===== src/rtl/lev_search_ctrl.sv =====
// lev_search_ctrl: walks a zero-terminated dictionary, feeds each word to the distance engine, keeps the best match.
// Optional LEV_EARLY_EXIT_EN: stop the scan as soon as a zero-distance word is scored.
module lev_search_ctrl #(
   parameter int ADDR_WIDTH = 16,
   parameter int DIST_WIDTH = 5,
   parameter int IDX_WIDTH  = 10
) (
   input  logic                  clk,
   input  logic                  rst,
   input  logic                  start,
   input  logic [ADDR_WIDTH-1:0] base_addr,
   output logic                  busy,
   output logic                  done,
   output logic                  found,
   output logic                  overflow,
   output logic [DIST_WIDTH-1:0] best_dist,
   output logic [IDX_WIDTH-1:0]  best_idx,
   output logic                  mem_req,
   output logic [ADDR_WIDTH-1:0] mem_addr,
   input  logic                  mem_ack,
   input  logic [7:0]            mem_rdata,
   output logic                  eng_valid,
   output logic [7:0]            eng_char,
   input  logic                  eng_ready,
   output logic                  eng_end,
   input  logic                  eng_dist_valid,
   input  logic [DIST_WIDTH-1:0] eng_dist
);
   typedef enum logic [2:0] {IDLE, FETCH, FEED, END, WAIT, DONE} state_t;
   state_t state, nxt;
   logic [IDX_WIDTH-1:0] idx;
   logic [7:0] len;
   logic last_word, hit;
   assign last_word = idx == {IDX_WIDTH{1'b1}};
`ifdef LEV_EARLY_EXIT_EN
   assign hit = eng_dist == '0;
`else
   assign hit = 1'b0;
`endif
   assign busy      = state == FETCH || state == FEED || state == END || state == WAIT;
   assign mem_req   = state == FETCH;
   assign eng_valid = state == FEED;
   assign eng_end   = state == END;
   always_comb begin
      nxt = state;
      case (state)
         IDLE:    nxt = start ? FETCH : IDLE;
         FETCH:   if (mem_ack) nxt = mem_rdata != 8'd0 ? FEED : (len != 8'd0 ? END : DONE);
         FEED:    if (eng_ready) nxt = FETCH;
         END:     nxt = WAIT;
         WAIT:    if (eng_dist_valid) nxt = (last_word || hit) ? DONE : FETCH;
         default: nxt = IDLE;
      endcase
   end
   always_ff @(posedge clk) begin
      if (rst) begin
         state     <= IDLE;
         mem_addr  <= '0;
         idx       <= '0;
         len       <= '0;
         eng_char  <= '0;
         best_dist <= '1;
         best_idx  <= '0;
         found     <= 1'b0;
         overflow  <= 1'b0;
         done      <= 1'b0;
      end else begin
         state <= nxt;
         // done rises together with entry into DONE and holds until the next accepted start
         if (nxt == DONE) done <= 1'b1;
         case (state)
            IDLE: if (start) begin
               mem_addr  <= base_addr;
               idx       <= '0;
               len       <= '0;
               found     <= 1'b0;
               overflow  <= 1'b0;
               best_dist <= '1;
               best_idx  <= '0;
               done      <= 1'b0;
            end
            FETCH: if (mem_ack && mem_rdata != 8'd0) eng_char <= mem_rdata;
            FEED: if (eng_ready) begin
               mem_addr <= mem_addr + 1'b1;
               len      <= len == 8'hff ? len : len + 1'b1;
            end
            WAIT: if (eng_dist_valid) begin
               if (eng_dist < best_dist) begin
                  best_dist <= eng_dist;
                  best_idx  <= idx;
               end
               found    <= 1'b1;
               len      <= '0;
               mem_addr <= mem_addr + 1'b1;
               if (last_word) overflow <= 1'b1;
               else idx <= idx + 1'b1;
            end
            default: ;
         endcase
      end
   end
endmodule


===== config.mk =====
export PLATFORM = sky130hd
export DESIGN_NAME = lev_search_ctrl
export DESIGN_NICKNAME = d
export VERILOG_FILES = /design/src/rtl/lev_search_ctrl.sv
export SDC_FILE = /design/constraint.sdc
export NUM_CORES = 1
export LEC_CHECK = 0
export CAP_MARGIN = 20
export CORE_MARGIN = 2
export CORE_UTILIZATION = 53
export DETAILED_ROUTE_END_ITERATION = 12
export PLACE_DENSITY = 0.83
export SLEW_MARGIN = 0
export SYNTH_ARGS = -nofsm -noshare
export SYNTH_HDL_FRONTEND = slang
export SYNTH_SLANG_ARGS = --single-unit

===== constraint.sdc =====
create_clock -name clk -period 5.7 [get_ports clk]
set_clock_uncertainty 0.1 [all_clocks]
set_input_delay 1.14 -clock clk [delete_from_list [all_inputs] [get_ports clk]]
set_output_delay 1.14 -clock clk [all_outputs]
set_load 0.02 [all_outputs]

==> results.py <==
metrics = {
    "die": {
        "initial_utilization_pct": 55.4,
        "core_area_mm2": 0.00596,
        "num_io_pins": 81,
        "die_y_um": 82.9,
        "die_w_um": 82.9,
        "rows": 28,
        "dieArea_mm2": 0.00688,
    },
    "yosys": {
        "synth_cell_types": 52,
        "syn_area_per_cell_um2": 8.11,
        "synth_warnings": 0,
        "synth-edff-count": 0,
        "synth_area_mm2": 0.00330,
        "ys_seq_area_share_pct": 38.2,
        "ys_ff_latch": 63,
        "synth_fp_nets": 450,
        "synth_flop_cell": "dfxtp_1",
        "syn-instance-count": 407,
        "synth-async-reset-ratio_pct": 0,
    },
    "sta": {
        "rsz0062_at_grt": "false",
        "slew_violations": 0,
        "post-route-period-util_pct": 64.3,
        "fmax_mhz": 273,
        "slew-limit-headroom_pct": 28.7,
        "fin_setup_tns_ns": 0,
        "setup_viol": 0,
        "worstMarginPinSlew_ns": 1.07,
        "layout_min_cycle_time_ns": 3.66,
        "hold_slack_ns": 0.366,
        "finalHoldViolCount": 0,
    },
    "clocking": {
        "cts_buffer_depth": 2,
        "numCtsBuffers": 9,
        "clk_pin_slew_ns": 0.06,
        "cts_hold_repair.buffers": 0,
        "clkLatencyLatePin_ns": 0.34,
        "cts_resized": 0,
        "htreeDepth": 3,
        "clock-root-buffer": "clkbuf_8",
        "cts_tree": "built",
        "cts_sinks": 63,
        "postCtsSetupBuffers": 0,
    },
    "grt": {
        "grt_pass1_wl_um": 14300,
        "track_usage_pct": 24.9,
        "grt_overflow": 0,
        "grt_max_degree": 28,
        "grt_pass1_vias": 3090,
        "antenna_found_initial": 0,
    },
    "power": {
        "power_mw": 1.09,
        "ir_drop_mv": 0.190,
        "p_leak_nw": 1.67,
        "power_density_mw_per_mm2": 250,
    },
    "critical_path": {
        "worstSetupStartpointType": "primary input",
        "cp.arrival_ns": 3.80,
        "required_ns": 5.83,
        "critPathKind": "in2reg",
        "cp-end-kind": "flip-flop",
        "cp_max_fo": 27,
    },
    "placed_design": {
        "routabilityCongestion": 0.821,
        "dpl.hpwl_um": 5910,
        "io_buffer_count": 80,
        "dp_cells": 541,
    },
    "finish": {
        "finalNonFillerCells": 558,
        "final_cell_mix": "clkdlybuf4s50_1 (80), dfxtp_1 (63), nand2_1 (54)",
        "layout_commonest_cell": "clkdlybuf4s50_1",
        "drive_gt1_share_pct": 4.76,
        "nNetsFinal": 521,
        "fin_util_pct": 73.0,
        "antennaDiodeCount": 0,
        "area_delta_synth_final_pct": 31.6,
    },
    "route": {
        "drc": 0,
        "wl_per_cell_um": 15.2,
        "vias": 3291,
        "dr.pass1.iters": 5,
        "drt_wl_total_um": 8460,
        "routed_via_density": 5.90,
        "drtAntennaViolNets": 0,
        "drtIter0Drc": 170,
    },
    "status": {
        "status": "completed",
    },
    "min_path": {
        "holdCritPathClass": "reg2reg",
    },
    "run": {
        "maxCapViolCount": 0,
    },
}
## flip-flops by register name, indices dropped and copies added, names as in the netlist, 3 cells and up
register and flops:
state 3, eng_char 8, len 8, mem_addr 16
idx 10, best_idx 10, best_dist 5
## cells in the mapped netlist (2+ instances only)
cell type  count  area [um^2]
a211oi_1       7         52.6
a21o_1         5         37.5
a21oi_1       21          105
a22oi_1        3         22.5
a31oi_1        4         25.0
and2_1         9         56.3
and3_1        10         62.6
and3b_1        2         17.5
and4_1         5         43.8
buf_2          5         25.0
clkbuf_1      15         56.3
dfxtp_1       63         1260
ha_1           8          100
inv_1          8         30.0
mux2i_1       25          250
nand2_1       54          203
nand2b_1       3         18.8
nand3_1       19         95.1
nand3b_1       2         15.0
nand4_1       10         62.6
nor2_1        44          165
nor2b_1        2         12.5
nor3_1         6         30.0
nor4_1         5         31.3
nor4b_1        2         17.5
o21a_1         4         30.0
o21ai_0       21          105
o311ai_0       2         17.5
o31ai_1        4         30.0
o41ai_1        2         17.5
or3_1          5         31.3
or4_1          3         22.5
xnor2_1        2         17.5
xor2_1         9         78.8
## layer usage
layer	vias to the layer above	wire, um	global-route usage [%]
li1	1602	-	-
met1	1535	3910	34.1
met2	142	3830	37.8
met4	0	128	10.3
met3	12	600	5.77
met5	-	0	0
## per-stage QoR
stage / instance area [um^2] / setup slack, ns
5_1_grt: 4350 / 1.84
4_1_cts: 4330 / 2.03
3_3_place_gp: 4100 / 1.80
2_1_floorplan: 3300 / 3.17
6_report: 4350 / 2.04
3_5_place_dp: 4110 / 1.73
## final timing paths
check         startpoint     endpoint  slack, ns  cells past startpoint
max reg2reg     state[2]       len[2]       3.25                      5
min          best_idx[4]  best_idx[4]       0.37                      2
max                  rst       len[2]       2.04                      5
min reg2reg  best_idx[4]  best_idx[4]       0.37                      2
## power by group
| part | total (mW) | internal, mW | switching (mW) |
|---|---|---|---|
| clock network | 0.438 | 0.270 | 0.168 |
| logic | 0.171 | 0.0811 | 0.0902 |
| registers | 0.477 | 0.456 | 0.0217 |
| total | 1.09 | 0.807 | 0.280 |
## area by class of cell
cell class | count | area (um^2)
repair buffers | 83 | 831
multi-input cells | 312 | 1900
well taps | 75 | 93.8
inverters | 9 | 33.8
clock buffers | 13 | 159
fillers | 488 | 1610
flip-flops and latches | 63 | 1260
clock inverters | 3 | 65.1
## kinds of logic after synthesis
group	share of synthesized area, %
AO/OA/AOI/OAI	15.8
XOR/XNOR	2.92
adder cells (fa/ha/maj)	3.03
buffers and inverters	4.21
flip-flops	38.2
multiplexers	7.58
AND/OR/NAND/NOR	28.3
## critical path, stage by stage
cell	delay, ns
clkdlybuf4s50_1	0.96
a21oi_1	1.06
and2_1	0.35
o311ai_0	0.18
o41ai_1	0.09
Note: power is estimated with default switching activity, not from simulation.
